$ cat src/rtl/pll_reset_sequencer.sv
// pll_reset_sequencer
// Turns the PLL lock flag into staged, synchronous, active-high resets for one
// clock domain. Release order is SDRAM controller, then CPU/cache, then
// peripherals. All three resets re-assert together on lock loss. Lock-loss
// events seen after the first release are counted, saturating at 255.
module pll_reset_sequencer #(
   parameter int SYNC_STAGES        = 2,
   parameter int LOCK_STABLE_CYCLES = 1024,
   parameter int STAGE_GAP_CYCLES   = 16
) (
   input  logic       clock_i,
   input  logic       reset_i,
   input  logic       pll_locked_i,
   output logic       rst_sdram_ctrl_o,
   output logic       rst_cpu_o,
   output logic       rst_periph_o,
   output logic       ready_o,
   output logic [7:0] lock_loss_count_o
);

   localparam int CNT_MAX = (LOCK_STABLE_CYCLES > STAGE_GAP_CYCLES) ?
                            LOCK_STABLE_CYCLES : STAGE_GAP_CYCLES;
   // Keep at least one bit so the counter exists when both lengths are 1.
   localparam int CNT_W   = (CNT_MAX > 1) ? $clog2(CNT_MAX) : 1;
   localparam logic [CNT_W-1:0] LOCK_LAST = CNT_W'(LOCK_STABLE_CYCLES - 1);
   localparam logic [CNT_W-1:0] GAP_LAST  = CNT_W'(STAGE_GAP_CYCLES - 1);

   typedef enum logic [2:0] {
      ST_WAIT_LOCK,
      ST_STABLE,
      ST_REL_SDRAM,
      ST_REL_CPU,
      ST_RUN
   } state_t;

   logic [SYNC_STAGES-1:0] sync_q;
   logic                   locked_s;
   state_t                 state_q, state_d;
   logic [CNT_W-1:0]       cnt_q, cnt_d;
   logic [7:0]             loss_cnt_q, loss_cnt_d;
   logic                   rst_sdram_q, rst_cpu_q, rst_periph_q, ready_q;

   // Bring the asynchronous lock flag into the clock domain.
   always_ff @(posedge clock_i) begin
      if (reset_i) begin
         sync_q <= '0;
      end else begin
         sync_q <= {sync_q[SYNC_STAGES-2:0], pll_locked_i};
      end
   end

   assign locked_s = sync_q[SYNC_STAGES-1];

   // State, stage counter and lock-loss counter registers.
   always_ff @(posedge clock_i) begin
      if (reset_i) begin
         state_q    <= ST_WAIT_LOCK;
         cnt_q      <= '0;
         loss_cnt_q <= 8'd0;
      end else begin
         state_q    <= state_d;
         cnt_q      <= cnt_d;
         loss_cnt_q <= loss_cnt_d;
      end
   end

   // Next-state logic; lock loss after release wins over any stage advance.
   always_comb begin
      state_d    = state_q;
      cnt_d      = cnt_q + 1'b1;
      loss_cnt_d = loss_cnt_q;
      case (state_q)
         ST_WAIT_LOCK: begin
            cnt_d = '0;
            if (locked_s) begin
               state_d = ST_STABLE;
            end
         end
         ST_STABLE: begin
            if (!locked_s) begin
               state_d = ST_WAIT_LOCK;
               cnt_d   = '0;
            end else if (cnt_q == LOCK_LAST) begin
               state_d = ST_REL_SDRAM;
               cnt_d   = '0;
            end
         end
         ST_REL_SDRAM, ST_REL_CPU, ST_RUN: begin
            if (state_q == ST_RUN) begin
               cnt_d = '0;
            end
            if (!locked_s) begin
               state_d = ST_WAIT_LOCK;
               cnt_d   = '0;
               if (loss_cnt_q != 8'hFF) begin
                  loss_cnt_d = loss_cnt_q + 8'd1;
               end
            end else if (state_q != ST_RUN && cnt_q == GAP_LAST) begin
               state_d = (state_q == ST_REL_SDRAM) ? ST_REL_CPU : ST_RUN;
               cnt_d   = '0;
            end
         end
         default: begin
            state_d = ST_WAIT_LOCK;
            cnt_d   = '0;
         end
      endcase
   end

   // Reset outputs are decoded from the next state so they move on the same
   // edge as the state change while still coming straight from flops.
   always_ff @(posedge clock_i) begin
      if (reset_i) begin
         rst_sdram_q  <= 1'b1;
         rst_cpu_q    <= 1'b1;
         rst_periph_q <= 1'b1;
         ready_q      <= 1'b0;
      end else begin
         rst_sdram_q  <= (state_d == ST_WAIT_LOCK) || (state_d == ST_STABLE);
         rst_cpu_q    <= !((state_d == ST_REL_CPU) || (state_d == ST_RUN));
         rst_periph_q <= (state_d != ST_RUN);
         ready_q      <= (state_d == ST_RUN);
      end
   end

   assign rst_sdram_ctrl_o  = rst_sdram_q;
   assign rst_cpu_o         = rst_cpu_q;
   assign rst_periph_o      = rst_periph_q;
   assign ready_o           = ready_q;
   assign lock_loss_count_o = loss_cnt_q;

endmodule
$ cat config.mk
export PLATFORM = sky130hd
export DESIGN_NAME = pll_reset_sequencer
export DESIGN_NICKNAME = d
export VERILOG_FILES = /design/src/rtl/pll_reset_sequencer.sv
export SDC_FILE = /design/constraint.sdc
export NUM_CORES = 1
export LEC_CHECK = 0
export CORE_MARGIN = 4
export CORE_UTILIZATION = 53
export DETAILED_ROUTE_END_ITERATION = 10
export GPL_TIMING_DRIVEN = 0
export HOLD_SLACK_MARGIN = 0.05
export PLACE_DENSITY = 0.76
export SETUP_SLACK_MARGIN = 0.2
export SYNTH_ARGS = -nofsm -noshare
export SYNTH_HDL_FRONTEND = slang
export SYNTH_SLANG_ARGS = --single-unit
$ cat constraint.sdc
create_clock -name clock_i -period 2.4 [get_ports clock_i]
set_input_delay 0.48 -clock clock_i [delete_from_list [all_inputs] [get_ports clock_i]]
set_output_delay 0.48 -clock clock_i [all_outputs]
set_load 0.03 [all_outputs]
==> results.toml, run 1 <==
[status]
status = "finished clean"

[worst_setup_path]
crit_path_start_kind = "register"
critPathMaxStageDelay_ns = 0.37
crit_chain = "ha_1 -> and2_1 -> and4_1 -> clkbuf_1 -> nor4_1 -> mux2_2"
path_class = "register to register"
path_max_fanout = 10
critPathCaptureType = "register"
r2r_cells = 6
slowest_stage = "dfxtp_1"
worstPathArrival_ns = 2.24
cp.required_ns = 2.63

[floorplanning]
dieWidth_um = 56.27
initial_core_util_pct = 55.83
pin_count = 15
coreArea_mm2 = 0.002212
die-area_mm2 = 0.003166
num_rows = 17
fp.dieH_um = 56.27

[clock_tree]
insertion_delay_ns = 0.32
htree_levels = 1
cts_tree = "done"
cts_resized = 0
postCtsSetupBuffers = 0
cts_buffers = 3
cts_sinks = 27
hold_buffers = 0
max-clock-path-buffers = 2
cts-root-buf = "clkbuf_4"
clk_pin_slew_worst_paths_ns = 0.14

[finish]
syn_to_final_growth_pct = 16.31
n_antenna_cell = 0
design_area_mm2 = 0.001436
register_area_um2 = 540.5
multi_input_area_um2 = 655.6
nets = 162
nFillCells = 202
drive_above_1_share_pct = 5.769
final_cells = 184

[synthesis]
synth_enable_flop_cells = 0
async_flop_share_pct = 0
ys_ff_latch = 27
ys_top_cells_by_area = "dfxtp_1, nor2_1, a21oi_1"
synth_cells = 138
synth_ff_type = "dfxtp_1"
synthesis.nets = 143
yosysTopAreaCell = "dfxtp_1"
synth.yosys.seq_area_share_pct = 43.77
yosysTopAreaCellShare_pct = 43.77
synth.distinct_cells = 38
syn_area_mm2 = 0.001235
yosysWarningCount = 0
synth_area_per_cell_um2 = 8.949

[sta]
slew_violations = 0
clock_skew_ns = 0.006315
min_period_ns = 2.011
hold_ws_ns = 0.4462
worstMarginPinSlew_ns = 0.5226
finalSetupTns_ns = 0
setup_viol = 0
relSlewSlack_pct = 64.72
hold_violations = 0
maxClockFrequency_mhz = 497.3
rsz0062_at_grt = "no"
fin_crit_sh_pct = 83.78

[route]
wl_per_cell_um = 13.45
ant_nets = 0
vias = 1046
first_pass_iters = 4
drcViolationCount = 0
drt_first_iter_violations = 37
drt-vias-per-instance = 5.685
wirelength_mm = 2.474

[job]
max_cap_viol_count = 0

[power]
leakage_nw = 0.4688
vdd_drop_max_mv = 0.4245
p_per_area_mw_per_mm2 = 457.0

[global_routing]
grt_pass1_wl_mm = 4.326
first_global_vias = 984
antenna_found_initial = 0
grt_max_degree = 15
grt_usage_pct = 16.98
grt_overflow = 0

[placed_design]
hpwl_mm = 1.846
io_buffers = 14
place_area_mm2 = 0.001410
globalplace.congestion = 0.7616
dp_cells = 180

[worst_hold_path]
hold_class = "register to register"
whs_path_depth = 1
[layout make-up]
| type | instances | share of cell area [%] |
|---|---|---|
| Multi-Input combinational cell | 102 | 45.64 |
| Inverter | 5 | 1.307 |
| Tap cell | 28 | 2.439 |
| Buffer | 4 | 1.394 |
| Sequential cell | 27 | 37.63 |
| Timing Repair Buffer | 14 | 9.756 |
| Clock buffer | 4 | 1.829 |
[cell usage after synthesis, types with 3 or more instances]
cell and instances:
dfxtp_1 27, nor2_1 13, nand2_1 9, a21oi_1 7, inv_1 5, nand4_1 5
nor2b_1 5, nor4_1 5, and3_1 4, nor3_1 4, o31ai_1 4, or4_1 4
xnor2_1 4, xor2_1 4, a21o_1 3, and2_1 3, nand2b_1 3
[report_power, final]
part | internal (mW) | switching (mW)
combinational | 0.00604 | 0.00747
clock | 0.0650 | 0.126
sequential | 0.450 | 0.00211
total | 0.521 | 0.135
[layout by cell type (no fill, tap or decap), types with 3 or more instances in the layout]
| cell type | instances |
|---|---|
| nor2_1 | 13 |
| xor2_1 | 4 |
| xnor2_1 | 4 |
| nor3_1 | 4 |
| nand4_1 | 5 |
| a21oi_1 | 7 |
| and3_1 | 4 |
| nor4_1 | 5 |
| dfxtp_1 | 27 |
| nand2b_1 | 3 |
| clkdlybuf4s50_1 | 14 |
| or4_1 | 4 |
| a21o_1 | 3 |
| clkbuf_4 | 3 |
| and2_1 | 3 |
| o31ai_1 | 4 |
| nor2b_1 | 5 |
| clkbuf_1 | 3 |
| inv_1 | 5 |
| nand2_1 | 9 |
[worst max-delay path, delay by kind of cell, from the launching register on]
family / cells / cell delay, ns
AND/OR/NAND/NOR: 3 / 0.77
flip-flops: 1 / 0.37
multiplexers: 1 / 0.37
adder cells (fa/ha/maj): 1 / 0.23
buffers and inverters: 1 / 0.19
[metrics by stage]
stage	total power, mW	setup WS [ns]	utilization (%)
6_report	0.6565	0.3892	64.93
5_1_grt	0.6885	0.2423	64.93
4_1_cts	0.6609	0.4069	64.93
3_5_place_dp	0.4755	0.4444	63.74
3_3_place_gp	0.4748	0.4745	63.74
2_1_floorplan	0.4681	0.4948	-
[per-layer routing]
metal,track usage (%),share of wire [%],wire length (um),up-vias
li1,-,-,-,536
met2,28.55,47,1166,29
met3,3.678,5.2,129,6
met5,0,0,0,-
met1,21.67,46,1142,475
met4,5.085,1.5,36,0
[flip-flops by register name (all words and copies together) (netlist names)]
name and flops:
cnt_q 10, lock_loss_count_o 8, ready_o 1, rst_cpu_o 1, rst_periph_o 1, rst_sdram_ctrl_o 1
state_q 3, sync_q 2
[final timing paths]
path,from,endpoint,slack [ns]
setup reg to reg,lock_loss_count_o[0],lock_loss_count_o[5],0.39
hold / removal,cnt_q[0],cnt_q[0],0.45
hold reg to reg,cnt_q[0],cnt_q[0],0.45
setup / recovery,lock_loss_count_o[0],lock_loss_count_o[5],0.39
[logic make-up (layout without fill, tap and decap cells)]
kind of cell	Yosys count	count (layout)	share of synthesized area, %
fa+ha+maj	2	2	2.026
buf+inv	9	27	3.141
compound gates	26	26	14.69
flops	27	27	43.77
xor+xnor	8	8	5.673
mux	1	1	0.9118
simple gates	65	65	29.79
Power figures use the tool's default switching activity.
==> run 2: changes to the inputs <==
Clock period 2.4 ns to 2.03 ns, I/O delays scaled along.
==> run 2 against run 1 <==
- sequential share of layout area down 2.4 points
- via count is 3.7% higher
- fmax increased by 13%
- critical path type unchanged
- final cell count up 2.7%
- clock power grew 21%
- register-to-register slack lost 0.14 ns
- critical endpoint is now rst_periph_o
- flip-flop and latch count did not move
==> results.toml, run 2 (same netlist as run 1, synthesis figures left out) <==
[power]
clockPowerShare_pct = 29.6
leakage_nw = 0.6448
combPwrFrac_pct = 2.4
seqPwrFrac_pct = 68.1
p_per_area_mw_per_mm2 = 496.5
vdd_drop_max_mv = 0.3412
swShare_pct = 21.30
p_sw_uw = 166.1
intPower_uw = 614.0

[floorplanning]
fp.dieH_um = 56.27
die-area_mm2 = 0.003166
dieWidth_um = 56.27
num_rows = 17
initial_core_util_pct = 55.83
coreArea_mm2 = 0.002212
pin_count = 15

[job]
max_cap_viol_count = 0

[route]
ant_nets = 0
first_pass_iters = 4
wl_per_cell_um = 14.54
vias = 1085
drt_first_iter_violations = 20
drt-vias-per-instance = 5.741
wirelength_mm = 2.749
drcViolationCount = 0

[global_routing]
grt_pass1_wl_mm = 4.064
antenna_found_initial = 0
first_global_vias = 933
grt_overflow = 0
grt_usage_pct = 15.81
grt_max_degree = 15

[sta]
relSlewSlack_pct = 66.23
fin_crit_sh_pct = 87.65
finalSetupTns_ns = 0
setup_ws_ns = 0.2506
min_period_ns = 1.779
worstMarginPinSlew_ns = 0.5066
hold_ws_ns = 0.4521
rsz0062_at_grt = "yes"
setup_viol = 0
clock_skew_ns = 0.002205
slew_violations = 0
maxClockFrequency_mhz = 562.0
hold_violations = 0

[finish]
top_register = "cnt_q"
final_cells = 189
nFillCells = 172
nets = 167
layout_commonest_cell = "dfxtp_1"
register_area_um2 = 554.3
n_antenna_cell = 0
drive_above_1_share_pct = 18.01
multi_input_area_um2 = 713.2
largest_reg_flops = 10
mostFrequentLayoutCells = "dfxtp_1, nor2_1, nand2_1"
syn_to_final_growth_pct = 27.25

[clock_tree]
insertion_delay_ns = 0.32
htree_levels = 1
hold_buffers = 0
cts_sinks = 27
cts-root-buf = "clkbuf_4"
clk_pin_slew_worst_paths_ns = 0.14
cts_tree = "done"
max-clock-path-buffers = 2
cts_buffers = 3

[worst_setup_path]
r2r-end = "rst_periph_o"
critPathCaptureType = "register"
startpoint = "cnt_q[6]"
crit_path_start_kind = "register"
path_max_fanout = 7
cp.required_ns = 2.24
path_class = "register to register"
r2r_setup_slack_ns = 0.25
rr_startpoint = "cnt_q[6]"
r2r_cells = 4
worstPathArrival_ns = 1.99

[worst_hold_path]
whs_path_depth = 1
hold_class = "register to register"
min-delay-start = "cnt_q[0]"
min_to = "cnt_q[0]"

[placed_design]
io_buffers = 14
dp_cells = 180
hpwl_mm = 1.798
globalplace.congestion = 0.7450
place_ws_ns = 0.1279

[status]
status = "finished clean"
[run 2: changes by cell type in the layout (fill, tap and decap cells not counted), moves of 3 or more]
cell             change
dlymetal6s2s_1       +7
buf_4                +5
dfxtp_1              -5
dfxtp_4              +3
clkdlybuf4s50_1      -8
[run 2: routing by layer]
| layer | wire length, um | vias to the layer above | share of wire [%] | global-route usage (%) |
|---|---|---|---|---|
| met3 | 105 | 6 | 3.8 | 2.989 |
| met2 | 1375 | 20 | 50 | 26.54 |
| met4 | 33 | 0 | 1.2 | 6.102 |
| li1 | - | 548 | - | - |
| met1 | 1235 | 511 | 45 | 19.92 |
| met5 | 0 | - | 0 | 0 |
[run 2: what timing repair did]
item                                   in CTS  in global routing
setup endpoints to repair                  14                 23
pin swaps                                   1                  1
endpoints found under the hold margin       0                  0
buffers inserted                            1                  4
resized for setup                           9                 24
[run 2: power by group through the flow]
stage | clock, mW | combinational [mW] | sequential [mW]
final | 0.231 | 0.0186 | 0.531
after global routing | 0.255 | 0.0201 | 0.532
after CTS | 0.234 | 0.0157 | 0.535
after detailed placement | 0 | 0.0155 | 0.547
after global placement | 0 | 0.0152 | 0.546
after floorplan | 0 | 0.00807 | 0.545
[run 2: worst max-delay path, stage by stage, from the launching register on]
cell      delay [ns]
dfxtp_1         0.41
nor4_1          0.49
nand4_1         0.20
a21boi_0        0.46
inv_1           0.11
[run 2: area by class of cell]
cell class | count | area share (%)
multi-input cells | 102 | 45.38
flip-flops and latches | 27 | 35.27
repair buffers | 19 | 12.34
well taps | 28 | 2.229
plain buffers | 4 | 1.911
clock buffers | 4 | 1.672
inverters | 5 | 1.194
[run 2: stage by stage]
step / cell area (um2) / total power, mW / util, %
2_1_floorplan: 1237 / 0.5534 / -
3_3_place_gp: 1413 / 0.5614 / 63.86
3_5_place_dp: 1413 / 0.5620 / 63.86
4_1_cts: 1464 / 0.7847 / 66.18
5_1_grt: 1572 / 0.8067 / 71.04
6_report: 1572 / 0.7802 / 71.04
[run 2: worst max-delay path by stage]
stage                                 endpoint  slack, ns  cells after the start
after floorplan           lock_loss_count_o[5]       0.20                      6
after global placement    lock_loss_count_o[5]       0.12                      6
after detailed placement  lock_loss_count_o[5]       0.13                      6
after CTS                 lock_loss_count_o[2]       0.20                      1
after global routing      lock_loss_count_o[7]       0.17                      5
final                             rst_periph_o       0.25                      4
